[config.mk]
export PLATFORM = sky130hd
export DESIGN_NAME = data_check
export DESIGN_NICKNAME = d
export VERILOG_FILES = /design/src/rtl/data_check.sv
export SDC_FILE = /design/constraint.sdc
export NUM_CORES = 1
export LEC_CHECK = 0
export CAP_MARGIN = 20
export CORE_AREA = 3 3 274 276
export DETAILED_ROUTE_END_ITERATION = 7
export DIE_AREA = 0 0 277 279
export PLACE_DENSITY_LB_ADDON = 0.15
export SLEW_MARGIN = 20
export SYNTH_ARGS = -nofsm -noshare
export SYNTH_HDL_FRONTEND = slang
export SYNTH_SLANG_ARGS = --single-unit
[constraint.sdc]
create_clock -name clk -period 6.4 [get_ports clk]
set_clock_uncertainty 0.2 [all_clocks]
set_input_delay 1.6 -clock clk [delete_from_list [all_inputs] [get_ports clk]]
set_output_delay 1.6 -clock clk [all_outputs]
set_load 0.1 [all_outputs]
[src/rtl/data_check.sv]
// Receive-side checker for the replicated 16-bit incrementing test pattern.
// Counts beats, packets and errors, and captures the first data mismatch.
module data_check #(
    parameter int DW        = 512,
    parameter int CHANNEL   = 0,
    parameter int PKT_BEATS = 8
) (
    input  logic                clk,
    input  logic                reset,
    input  logic                clear,
    input  logic                pause,
    input  logic [DW-1:0]       AXIS_IN_TDATA,
    input  logic [DW/8-1:0]     AXIS_IN_TKEEP,
    input  logic                AXIS_IN_TLAST,
    input  logic                AXIS_IN_TVALID,
    output logic                AXIS_IN_TREADY,
    output logic [31:0]         beat_count,
    output logic [31:0]         packet_count,
    output logic [15:0]         data_errors,
    output logic [15:0]         framing_errors,
    output logic                error,
    output logic [15:0]         first_bad_expected,
    output logic [15:0]         first_bad_received
);

    localparam int          LANES = DW / 16;
    localparam int          IDX_W = $clog2(PKT_BEATS);
    localparam logic [15:0] SEED  = 16'((CHANNEL << 8) | CHANNEL);
    localparam logic [IDX_W-1:0] LAST_IDX = IDX_W'(PKT_BEATS - 1);

    typedef enum logic {
        ST_RESET,
        ST_RUN
    } state_t;

    state_t r_state;
    state_t w_state_next;
    logic   w_tready_next;
    logic   r_tready;

    logic [15:0]      r_expected;
    logic [IDX_W-1:0] r_beat_idx;
    logic [31:0]      r_beat_count;
    logic [31:0]      r_packet_count;
    logic [15:0]      r_data_errors;
    logic [15:0]      r_framing_errors;
    logic             r_error;
    logic [15:0]      r_first_bad_expected;
    logic [15:0]      r_first_bad_received;

    logic [LANES-1:0] w_lane_bad;
    logic [15:0]      w_first_lane;
    logic             w_keep_bad;
    logic             w_data_bad;
    logic             w_frame_bad;
    logic             w_accept;

    always_ff @(posedge clk or posedge reset) begin
        if (reset) begin
            r_state  <= ST_RESET;
            r_tready <= 1'b0;
        end else begin
            r_state  <= w_state_next;
            r_tready <= w_tready_next;
        end
    end

    always_comb begin
        w_state_next  = r_state;
        w_tready_next = 1'b0;
        case (r_state)
            ST_RESET: w_state_next = ST_RUN;
            ST_RUN:   w_state_next = ST_RUN;
            default:  w_state_next = ST_RESET;
        endcase
        if (w_state_next == ST_RUN) begin
            w_tready_next = ~pause;
        end
    end

    genvar gi;
    generate
        for (gi = 0; gi < LANES; gi++) begin : g_lane
            assign w_lane_bad[gi] = (AXIS_IN_TDATA[gi*16 +: 16] != r_expected);
        end
    endgenerate

    // Walk from the top lane down so the lowest mismatching lane wins;
    // all-ones remains when only TKEEP was wrong.
    always_comb begin
        w_first_lane = 16'hFFFF;
        for (int i = LANES - 1; i >= 0; i--) begin
            if (w_lane_bad[i]) begin
                w_first_lane = AXIS_IN_TDATA[i*16 +: 16];
            end
        end
    end

    assign w_keep_bad  = (AXIS_IN_TKEEP != {(DW/8){1'b1}});
    assign w_data_bad  = (|w_lane_bad) | w_keep_bad;
    assign w_frame_bad = AXIS_IN_TLAST != (r_beat_idx == LAST_IDX);
    assign w_accept    = AXIS_IN_TVALID & r_tready;

    // Pattern tracking advances even on a cleared beat.
    always_ff @(posedge clk or posedge reset) begin
        if (reset) begin
            r_expected <= SEED;
            r_beat_idx <= '0;
        end else if (w_accept) begin
            r_expected <= AXIS_IN_TDATA[15:0] + 16'd1;
            if (AXIS_IN_TLAST) begin
                r_beat_idx <= '0;
            end else begin
                r_beat_idx <= r_beat_idx + IDX_W'(1);
            end
        end
    end

    always_ff @(posedge clk or posedge reset) begin
        if (reset) begin
            r_beat_count         <= '0;
            r_packet_count       <= '0;
            r_data_errors        <= '0;
            r_framing_errors     <= '0;
            r_error              <= 1'b0;
            r_first_bad_expected <= '0;
            r_first_bad_received <= '0;
        end else if (clear) begin
            r_beat_count         <= '0;
            r_packet_count       <= '0;
            r_data_errors        <= '0;
            r_framing_errors     <= '0;
            r_error              <= 1'b0;
            r_first_bad_expected <= '0;
            r_first_bad_received <= '0;
        end else if (w_accept) begin
            r_beat_count   <= r_beat_count + 32'd1;
            r_packet_count <= r_packet_count + {31'd0, AXIS_IN_TLAST};
            if (w_data_bad) begin
                if (r_data_errors == 16'd0) begin
                    r_first_bad_expected <= r_expected;
                    r_first_bad_received <= w_first_lane;
                end
                if (r_data_errors != 16'hFFFF) begin
                    r_data_errors <= r_data_errors + 16'd1;
                end
            end
            if (w_frame_bad && (r_framing_errors != 16'hFFFF)) begin
                r_framing_errors <= r_framing_errors + 16'd1;
            end
            if (w_data_bad || w_frame_bad) begin
                r_error <= 1'b1;
            end
        end
    end

    assign AXIS_IN_TREADY     = r_tready;
    assign beat_count         = r_beat_count;
    assign packet_count       = r_packet_count;
    assign data_errors        = r_data_errors;
    assign framing_errors     = r_framing_errors;
    assign error              = r_error;
    assign first_bad_expected = r_first_bad_expected;
    assign first_bad_received = r_first_bad_received;

endmodule

==> results.py, run 1 <==
metrics = {
    "sta": {
        "whs_ns": 0.279,
        "final_max_slew_viol_count": 0,
        "hold_viol": 0,
        "fin_crit_sh_pct": 83.7,
        "tightestPinTransition_ns": 1.12,
        "timing.final.crit_period_ns": 5.36,
        "setup_violations": 0,
        "totalNegativeSetupSlack_ns": 0,
        "worst_slew_margin_relative_to_its_limit_pct": 24.9,
        "max_clock_freq_ghz": 0.187,
        "grt_setup_unrepaired": "no",
    },
    "global_routing": {
        "maximum_number_of_pins_on_one_net_before_global_route_repair": 86,
        "grt_usage_pct": 33.3,
        "grt_overflow": 0,
        "grt_pass1_vias": 24300,
        "grt_first_pass_wirelength_mm": 188,
        "antenna_found_initial": 31,
    },
    "clock_network": {
        "cts_buffers": 17,
        "cts.repair.resized": 0,
        "cts_setup_buffers": 0,
        "ctsHtreeMaxLevel": 4,
        "cts_max_path_buffers": 2,
        "tritoncts": "yes",
        "clock_insertion_delay_worst_skew_ns": 0.43,
        "clkSlewWorstSetupHoldPaths_ns": 0.07,
        "hold_buffers": 0,
        "tritoncts_num_sinks": 149,
        "clockRootBuffer": "sky130_fd_sc_hd__clkbuf_16",
    },
    "outcome": {
        "status": "complete, no violations",
    },
    "worst_setup_path": {
        "setup.worst_path.class": "in2reg",
        "crit_chain": "clkdlybuf4s50_1, xor2_1, nor4_1, nand4_1, buf_4, or2_2, a211o_1, a211oi_1, buf_4, a31oi_1, buf_4, o31ai_1",
        "crit_path_max_incr_delay_ns": 0.66,
        "crit_slowest_cell": "sky130_fd_sc_hd__nor4_1",
        "required_ns": 6.52,
        "r2r_cells": 12,
        "worstReg2RegStart": "r_expected[15]$_DFFE_PP0P_",
        "timing.rr.end": "first_bad_received[8]$_DFFE_PP0P_",
        "critical_path.most_common_cell": "sky130_fd_sc_hd__buf_4",
        "crit_path_end": "first_bad_received[8]$_DFFE_PP0P_",
        "endpoint_kind": "register",
        "worst_setup_path_startpoint": "AXIS_IN_TDATA[48]",
        "crit_fanout": 25,
        "critPathArrivalTime_ns": 5.48,
        "critPathLaunchType": "primary input",
        "r2r_slack_ns": 1.30,
    },
    "synthesis": {
        "post_synth_most_frequent_cells": "sky130_fd_sc_hd__xor2_1 (425), sky130_fd_sc_hd__xnor2_1 (164), sky130_fd_sc_hd__dfrtp_1 (149)",
        "post-synth-top-area-fraction_pct": 18.6,
        "syn_area_mm2": 0.0201,
        "synthArstFlopShare_pct": 100,
        "synth_sequential_area_ratio_pct": 18.6,
        "syn_avg_cell_area_um2": 8.28,
        "synth_top_cells_by_area": "sky130_fd_sc_hd__dfrtp_1 (19%), sky130_fd_sc_hd__xor2_1 (19%), sky130_fd_sc_hd__xnor2_1 (7.2%)",
        "yosysUniqueCellTypes": 67,
        "flip_flop_and_latch_count_after_synthesis": 149,
        "synth-edff-count": 0,
        "postSynthNetCount": 3016,
        "synthesized_instance_count": 2425,
        "yosys_most_used_dff": "sky130_fd_sc_hd__dfrtp_1",
        "yosysWarnings": 0,
        "synth_most_common_cell": "sky130_fd_sc_hd__xor2_1",
        "post-synth-top-area-cell": "sky130_fd_sc_hd__dfrtp_1",
    },
    "power_and_ir_drop": {
        "power_switching_mw": 1.63,
        "combinationalPowerShare_pct": 45.8,
        "power.switching_fraction_pct": 41.2,
        "seqPwrFrac_pct": 29.0,
        "clock_power_share_pct": 25.2,
        "powerDensity_mw_per_mm2": 138,
        "power_report.internal_total_mw": 2.33,
        "total_power_mw": 3.96,
        "p_leak_nw": 10.8,
        "irDropWorstVdd_mv": 0.200,
    },
    "placement": {
        "io_buffers": 711,
        "dp.cells": 3987,
        "finalWeightedCongestion": 0.996,
        "hpwlAfterDp_mm": 111,
        "placedInstanceArea_mm2": 0.0281,
    },
    "die": {
        "fp.dieArea_mm2": 0.0773,
        "die_width_um": 277,
        "core_box_area_mm2": 0.0728,
        "vertical_die_dimension_um": 279,
        "floorplan.io_pins": 712,
        "fp-row-count": 99,
        "initial_utilization_pct": 27.6,
    },
    "worst_hold_path": {
        "hold_path_class": "reg2reg",
    },
    "layout": {
        "multi_input_comb_area_mm2": 0.0149,
        "share_of_cells_above_drive_strength_1_pct": 6.93,
        "sequential_area_mm2": 0.00375,
        "filler_cell_count": 7436,
        "finish.cell_count_without_fillers": 4032,
        "area_overhead_vs_synth_pct": 42.9,
        "non_filler_cell_area_final_mm2": 0.0287,
        "finalNetCount": 3638,
    },
    "routing": {
        "detailedRoute.firstIterationViolations": 2638,
        "detail_route.first_pass.iterations": 6,
        "route.vias.total": 24400,
        "routed_via_density": 6.06,
        "post-route-drc-count": 0,
        "routedWlPerCell_um": 33.7,
        "ant_nets": 0,
        "wirelength_mm": 136,
    },
    "run": {
        "drv.max_cap_violation_count": 0,
    },
}
-- power groups by stage --
stage	sequential (mW)	clock, mW	combinational, mW
floorplan	1.10	0	0.921
global placement	1.16	0	1.77
detailed placement	1.16	0	1.78
CTS	1.14	1.02	1.79
global route	1.14	1.07	1.89
finish	1.15	1.00	1.82
-- routing by layer --
layer	vias up	global-route usage, %	share of wire, %
met4	26	15.7	5.4
met1	12000	41.4	39
met2	1547	55.5	47
met3	387	6.24	8.2
li1	10500	-	-
met5	-	0	0.13
-- how the worst min path moves through the flow --
stage                                      to  depth (start not counted)  slack, ns                      start
finish              r_beat_idx[1]$_DFFE_PP0P_                          2       0.28  r_beat_idx[1]$_DFFE_PP0P_
floorplan           r_beat_idx[1]$_DFFE_PP0P_                          2       0.24  r_beat_idx[1]$_DFFE_PP0P_
detailed placement  r_beat_idx[1]$_DFFE_PP0P_                          2       0.27  r_beat_idx[1]$_DFFE_PP0P_
CTS                 r_beat_idx[1]$_DFFE_PP0P_                          2       0.28  r_beat_idx[1]$_DFFE_PP0P_
global route        r_beat_idx[2]$_DFFE_PP0P_                          2       0.31  r_beat_idx[2]$_DFFE_PP0P_
global placement    r_beat_idx[1]$_DFFE_PP0P_                          2       0.25  r_beat_idx[1]$_DFFE_PP0P_
-- flip-flops by register name (all words and copies together) (netlist names) --
register and cells:
beat_count 32, first_bad_expected 16, r_beat_idx 3, r_expected 16
framing_errors 16, packet_count 32, data_errors 16, AXIS_IN_TREADY 1
error 1, first_bad_received 16
-- metrics by stage --
step | setup WS [ns] | utilization (%)
6_report | 1.04 | 39.4
5_1_grt | 0.991 | 39.4
4_1_cts | 1.16 | 39.4
3_5_place_dp | 0.723 | 38.6
3_3_place_gp | 0.768 | 38.6
2_1_floorplan | 0.592 | -
-- cells by family (layout without fill, tap and decap cells) --
group	Yosys count	count (layout)	synth area share, %
simple gates	755	755	21.7
compound gates	627	627	24.5
xor+xnor	589	589	25.7
buf+inv	263	898	7.23
flops	149	149	18.6
mux	33	33	1.65
fa+ha+maj	9	9	0.561
other cells	0	13	0
-- final cells by class --
type	instances	share of cell area (%)
Tap cell	959	4.18
Sequential cell	149	13.1
Clock buffer	20	1.63
Multi-Input combinational cell	2013	52.1
Timing Repair Buffer	822	27.9
Clock inverter	12	0.405
Antenna cell	13	0.113
Inverter	44	0.593
-- cells in the final DEF, fill, tap and decap left out, types with 48 or more instances in the layout --
master and instances:
sky130_fd_sc_hd__clkdlybuf4s50_1 709, sky130_fd_sc_hd__xor2_1 425, sky130_fd_sc_hd__a21o_1 49, sky130_fd_sc_hd__nand2_1 127, sky130_fd_sc_hd__nor2_1 97, sky130_fd_sc_hd__nand3_1 62
sky130_fd_sc_hd__buf_4 106, sky130_fd_sc_hd__xnor2_1 164, sky130_fd_sc_hd__nand4_1 126, sky130_fd_sc_hd__dfrtp_1 133, sky130_fd_sc_hd__nor4_1 101, sky130_fd_sc_hd__o22ai_1 64
sky130_fd_sc_hd__a311oi_1 48
-- critical path, delay by kind of cell --
kind / cells / cell delay [ns]
xor gates and xnor gates: 1 / 0.17
and+or+nand+nor: 3 / 1.36
AOI/OAI and AO/OA: 4 / 1.17
buffers and inverters: 4 / 1.15
(Power assumes the default switching activity.)
==> inputs of run 2 (changes only) <==
- CORE_AREA: 3 3 274 276 -> 3 3 278 280
- DIE_AREA: 0 0 277 279 -> 0 0 281 283
- clock period: 6.4 -> 4.8 ns (I/O delays scaled with it)
==> run 2 against run 1 <==
  * Global-route usage is 0.81 points higher
  * First-iteration DRC count decreased by 5.5%
  * Die area rose by 2.9%
  * Count of clock-buffer cells in the layout is 2 lower
  * Power rose by 42%
  * Clock power grew 47%
  * Sequential power increased by 29%
  * Critical path depth rose by 2
  * Worst hold slack worse by 0.0011 ns
  * Sequential share of layout area fell by 0.97 points
  * Routed wire length increased by 4.8%
  * Final cell count is 6.7% higher
==> results.py, run 2 (synthesized netlist as in run 1, its figures left out) <==
metrics = {
    "outcome": {
        "status": "complete, no violations",
    },
    "die": {
        "fp.dieArea_mm2": 0.0795,
        "floorplan.io_pins": 712,
        "initial_utilization_pct": 26.9,
        "vertical_die_dimension_um": 283,
        "fp-row-count": 100,
        "die_width_um": 281,
        "core_box_area_mm2": 0.0747,
    },
    "placement": {
        "finalWeightedCongestion": 1.04,
        "hpwlAfterDp_mm": 118,
        "detailedPlace.worstSlack_ns": -0.474,
        "io_buffers": 711,
    },
    "clock_network": {
        "tritoncts": "yes",
        "tritoncts_num_sinks": 149,
        "cts_buffers": 17,
        "clkSlewWorstSetupHoldPaths_ns": 0.06,
        "cts_max_path_buffers": 2,
        "clockRootBuffer": "sky130_fd_sc_hd__clkbuf_16",
        "clock_insertion_delay_worst_skew_ns": 0.43,
        "ctsHtreeMaxLevel": 4,
    },
    "worst_setup_path": {
        "required_ns": 4.93,
        "crit_chain": "clkdlybuf4s50_1, xor2_1, nor4_1, buf_4, nand4_1, buf_4, or4_1, buf_4, or4_4, o31ai_4, buf_12, buf_12, a32oi_1, o31ai_1",
        "crit_path_max_incr_delay_ns": 0.60,
        "setup.worst_path.class": "in2reg",
        "critical_path.most_common_cell": "sky130_fd_sc_hd__buf_4",
        "crit_fanout": 27,
        "critPathLaunchType": "primary input",
        "largest_delay_contributor_family_on_the_critical_path": "simple AND/OR/NAND/NOR gates",
        "endpoint_kind": "register",
        "worstPathBufferInverterCount": 6,
        "critPathArrivalTime_ns": 4.87,
        "crit_slowest_cell": "sky130_fd_sc_hd__or4_1",
    },
    "routing": {
        "post-route-drc-count": 0,
        "ant_nets": 0,
        "wirelength_mm": 142,
        "detail_route.first_pass.iterations": 8,
        "routedWlPerCell_um": 33.0,
        "route.vias.total": 25400,
        "routed_via_density": 5.91,
        "detailedRoute.firstIterationViolations": 2493,
    },
    "power_and_ir_drop": {
        "powerDensity_mw_per_mm2": 181,
        "power_report.internal_total_mw": 3.36,
        "total_power_mw": 5.62,
        "combinationalPowerShare_pct": 47.5,
        "power_switching_mw": 2.26,
        "irDropWorstVdd_mv": 0.235,
        "seqPwrFrac_pct": 26.3,
        "power.switching_fraction_pct": 40.3,
        "p_leak_nw": 12.1,
        "clock_power_share_pct": 26.2,
    },
    "sta": {
        "grt_setup_unrepaired": "no",
        "totalNegativeSetupSlack_ns": 0,
        "whs_ns": 0.278,
        "worst_slew_margin_relative_to_its_limit_pct": 26.8,
        "final_max_slew_viol_count": 0,
        "timing.final.crit_period_ns": 4.74,
        "hold_viol": 0,
        "worst_slack_ns": 0.0619,
        "max_clock_freq_ghz": 0.211,
        "tightestPinTransition_ns": 1.09,
        "fin_crit_sh_pct": 98.7,
        "setup_violations": 0,
    },
    "layout": {
        "area_overhead_vs_synth_pct": 54.5,
        "filler_cell_count": 7486,
        "finalNetCount": 3897,
        "share_of_cells_above_drive_strength_1_pct": 14.3,
        "mostFrequentLayoutCells": "sky130_fd_sc_hd__clkdlybuf4s50_1 (710), sky130_fd_sc_hd__xor2_1 (425), sky130_fd_sc_hd__buf_4 (345)",
        "mostFrequentLayoutCell": "sky130_fd_sc_hd__clkdlybuf4s50_1",
        "final_core_util_pct": 41.5,
    },
    "global_routing": {
        "grt_first_pass_wirelength_mm": 195,
        "maximum_number_of_pins_on_one_net_before_global_route_repair": 100,
        "grt_pass1_vias": 25400,
        "grt_overflow": 0,
        "antenna_found_initial": 20,
        "grt_usage_pct": 34.1,
    },
    "worst_hold_path": {
        "hold_path_class": "reg2reg",
    },
    "run": {
        "drv.max_cap_violation_count": 0,
    },
}
## run 2: what timing repair did
| item | CTS | global route |
|---|---|---|
| setup buffers | 0 | 0 |
| resized for setup | 2 | 4 |
| setup endpoints to repair | 17 | 21 |
| hold buffers | 0 | 0 |
## run 2: layout make-up
cell class                      count  area [µm²]  share of cell area (%)
Clock inverter                     14         198                   0.638
Antenna cell                       13        32.5                   0.105
Multi-Input combinational cell   2013       15000                    48.3
Clock buffer                       18         439                    1.42
Timing Repair Buffer             1081       10200                    33.0
Inverter                           44         169                   0.545
Tap cell                          969        1210                    3.91
Sequential cell                   149        3750                    12.1
## run 2: power groups by stage
stage | clock network, mW | registers, mW | logic, mW
after floorplan | 0 | 1.47 | 1.23
after global placement | 0 | 1.49 | 2.61
after detailed placement | 0 | 1.49 | 2.61
after CTS | 1.50 | 1.47 | 2.62
after global routing | 1.55 | 1.47 | 2.77
final | 1.47 | 1.48 | 2.67
## run 2: metrics by stage
step / cells / instance area [µm²]
after floorplan: 2425 / 20100
after global placement: 4255 / 30300
after detailed placement: 4255 / 30300
after CTS: 4287 / 30900
after global routing: 4298 / 31000
final: 4301 / 31000
## run 2: worst reg2reg max path, stage by stage, from the launching register on
cell and delay (ns):
sky130_fd_sc_hd__dfrtp_2 0.72, sky130_fd_sc_hd__buf_4 0.47, sky130_fd_sc_hd__xor2_1 0.13, sky130_fd_sc_hd__nor4_1 0.53, sky130_fd_sc_hd__and4_1 0.42, sky130_fd_sc_hd__nand3_2 0.26, sky130_fd_sc_hd__buf_4 0.26, sky130_fd_sc_hd__a311oi_1 0.32
sky130_fd_sc_hd__buf_4 0.18, sky130_fd_sc_hd__nand4_1 0.24, sky130_fd_sc_hd__a31oi_1 0.46, sky130_fd_sc_hd__buf_4 0.20, sky130_fd_sc_hd__o31ai_1 0.06
## run 2: final timing paths
path	from	to	slack [ns]	cells after the start
worst min register to register	r_beat_idx[2]$_DFFE_PP0P_	r_beat_idx[2]$_DFFE_PP0P_	0.28	2
worst max-delay path	AXIS_IN_TDATA[382]	first_bad_received[6]$_DFFE_PP0P_	0.06	14
worst min-delay path	r_beat_idx[2]$_DFFE_PP0P_	r_beat_idx[2]$_DFFE_PP0P_	0.28	2
max in group asynchronous	reset	r_expected[8]$_DFFE_PP0P_	2.57	3
worst max register to register	r_expected[8]$_DFFE_PP0P_	first_bad_received[3]$_DFFE_PP0P_	0.24	12
min in group asynchronous	reset	framing_errors[2]$_DFFE_PP0P_	1.03	2
## run 2: per-layer routing
metal  vias up  wire length (µm)  GRT usage [%]  part of all wire [%]
met5         -                65              0                 0.046
met2      1445             68600           58.4                    48
met3       292             10800           5.38                   7.6
li1      11000                 -              -                     -
met4        12              6190           13.2                   4.4
met1     12700             56500           42.6                    40
==> inputs of run 3 (changes only) <==
- CORE_AREA: 3 3 278 280 -> 10 10 270 272
- DIE_AREA: 0 0 281 283 -> 0 0 280 282
- GPL_TIMING_DRIVEN: not set -> 0
==> run 3 against run 2 <==
  * The flow now finishes with violations (setup timing)
  * First-iteration DRC count up 34%
  * Sequential cell count unchanged
  * Via count grew 1.2%
  * Count of clock-buffer cells in the layout grew 3
  * Sequential share of layout area rose by 0.52 points
  * Sequential power shrank 11%
  * Critical path type unchanged
  * Largest cell class unchanged
  * Largest power group unchanged
==> results.py, run 3 (synthesized netlist as in run 1, its figures left out) <==
metrics = {
    "outcome": {
        "status": "complete, but fails checks",
        "failing_checks": "setup timing",
    },
    "sta": {
        "worst_slew_margin_relative_to_its_limit_pct": 26.7,
        "final_max_slew_viol_count": 0,
        "fin_crit_sh_pct": 102,
        "setup_violations": 6,
        "hold_viol": 0,
        "max_clock_freq_ghz": 0.205,
        "worst_slack_ns": -0.0865,
        "totalNegativeSetupSlack_ns": -0.216,
        "tightestPinTransition_ns": 1.10,
        "grt_setup_unrepaired": "yes",
        "timing.final.crit_period_ns": 4.89,
    },
    "global_routing": {
        "antenna_found_initial": 32,
        "grt_first_pass_wirelength_mm": 206,
        "maximum_number_of_pins_on_one_net_before_global_route_repair": 35,
        "grt_pass1_vias": 25300,
        "grt_usage_pct": 36.9,
        "grt_overflow": 0,
    },
    "layout": {
        "share_of_cells_above_drive_strength_1_pct": 7.31,
        "finish.cell_count_without_fillers": 4103,
        "finalNetCount": 3781,
        "mostFrequentLayoutCells": "sky130_fd_sc_hd__clkdlybuf4s50_1 (701), sky130_fd_sc_hd__xor2_1 (425), sky130_fd_sc_hd__xnor2_1 (164)",
        "mostFrequentLayoutCell": "sky130_fd_sc_hd__clkdlybuf4s50_1",
        "non_filler_cell_area_final_mm2": 0.0296,
        "area_overhead_vs_synth_pct": 47.2,
    },
    "clock_network": {
        "clock_insertion_delay_worst_skew_ns": 0.45,
        "clkSlewWorstSetupHoldPaths_ns": 0.06,
        "hold_buffers": 0,
        "tritoncts_num_sinks": 149,
        "clockRootBuffer": "sky130_fd_sc_hd__clkbuf_16",
        "tritoncts": "yes",
        "ctsHtreeMaxLevel": 4,
        "cts_max_path_buffers": 2,
        "cts_buffers": 17,
    },
    "power_and_ir_drop": {
        "total_power_mw": 5.54,
        "irDropWorstVdd_mv": 0.178,
        "powerDensity_mw_per_mm2": 187,
        "p_leak_nw": 11.2,
    },
    "routing": {
        "ant_nets": 0,
        "detailedRoute.firstIterationViolations": 3333,
        "detail_route.first_pass.iterations": 6,
        "routed_via_density": 6.27,
        "wirelength_mm": 154,
        "post-route-drc-count": 0,
        "routedWlPerCell_um": 37.6,
        "route.vias.total": 25700,
    },
    "worst_setup_path": {
        "crit_fanout": 10,
        "setup.worst_path.class": "in2reg",
        "crit_path_max_incr_delay_ns": 0.61,
        "worst_setup_path_startpoint": "AXIS_IN_TDATA[438]",
        "crit_chain": "clkdlybuf4s50_1, xnor2_1, nand4_1, clkbuf_1, o41a_1, a2111o_1, o221ai_1, nand4_1, a31oi_2, o31ai_1",
        "crit_slowest_cell": "sky130_fd_sc_hd__clkdlybuf4s50_1",
        "required_ns": 4.91,
        "critPathArrivalTime_ns": 5.00,
        "endpoint_kind": "register",
        "r2r_slack_ns": 0.02,
        "critical_path.most_common_cell": "sky130_fd_sc_hd__nand4_1",
        "worstReg2RegStart": "r_expected[11]$_DFFE_PP0P_",
        "critPathLaunchType": "primary input",
    },
    "placement": {
        "hpwlAfterDp_mm": 127,
        "dp.cells": 4020,
        "finalWeightedCongestion": 1.04,
        "placedInstanceArea_mm2": 0.0284,
        "detailedPlace.worstSlack_ns": -0.879,
        "io_buffers": 708,
    },
    "die": {
        "fp.dieArea_mm2": 0.0790,
        "fp-row-count": 96,
        "initial_utilization_pct": 29.6,
        "core_box_area_mm2": 0.0677,
        "floorplan.io_pins": 712,
        "die_width_um": 280,
        "vertical_die_dimension_um": 282,
    },
    "worst_hold_path": {
        "min_from": "r_beat_idx[1]$_DFFE_PP0P_",
        "hold_path_class": "reg2reg",
    },
    "run": {
        "drv.max_cap_violation_count": 0,
    },
}
-- run 3: cell count changes in the layout (fill, tap and decap cells not counted), sizes merged --
| cell | previous run | this run |
|---|---|---|
| buf | 371 | 124 |
| clkbuf | 18 | 154 |
| clkdlybuf4s50 | 710 | 701 |
| dlymetal6s2s | 0 | 7 |
| diode | 13 | 18 |
| bufinv | 4 | 0 |
| clkinv | 5 | 4 |
| clkinvlp | 3 | 4 |
| inv | 46 | 47 |
-- run 3: power breakdown --
part           internal [mW]  total (mW)  leakage [nW]  switching [mW]
sequential              1.29        1.32          2.04          0.0253
combinational           1.12        2.90          8.84            1.78
clock                  0.726        1.32         0.276           0.594
-- run 3: metal layers --
layer  global-route usage [%]  part of all wire (%)  vias up
met1                     43.4                    37    12600
met2                     60.1                    46     1817
met5                        0                  0.11        -
met4                     22.0                   6.7       28
li1                         -                     -    10800
met3                     9.37                    10      463
-- run 3: through the flow --
| stage | hold WS [ns] | utilization [%] |
|---|---|---|
| after floorplan | 0.243 | - |
| after global placement | 0.255 | 41.7 |
| after detailed placement | 0.265 | 41.9 |
| after CTS | 0.280 | 43.1 |
| after global routing | 0.309 | 43.6 |
| final | 0.287 | 43.6 |
-- run 3: path summary, 6_finish.rpt --
kind | to | cells after the start
min in group asynchronous | framing_errors[4]$_DFFE_PP0P_ | 2
setup / recovery | first_bad_received[6]$_DFFE_PP0P_ | 10
setup reg to reg | first_bad_received[11]$_DFFE_PP0P_ | 14
max in group asynchronous | packet_count[29]$_DFFE_PP0P_ | 5
hold / removal | r_beat_idx[1]$_DFFE_PP0P_ | 2
hold reg to reg | r_beat_idx[1]$_DFFE_PP0P_ | 2
-- run 3: layout make-up --
type                       count  area (µm²)
clock inverter                11        90.1
inverter                      44         169
clock buffer                  21         480
timing repair buffer         746        7460
antenna                       18        45.0
fill                        6855       38200
buffer                       219        1320
tap                          882        1100
multi-input combinational   2013       15200
sequential                   149        3730
-- run 3: what timing repair did --
action,4_1_cts,5_1_grt
setup buffers,20,13
setup endpoints to repair,49,49
pin swaps,12,10
gates resized for setup,12,53
-- run 3: critical path: cells and delay by family --
kind / cells / cell delay, ns
AND/OR/NAND/NOR: 2 / 0.81
XOR/XNOR: 1 / 0.18
buffers and inverters: 2 / 0.97
AO/OA/AOI/OAI: 5 / 1.82
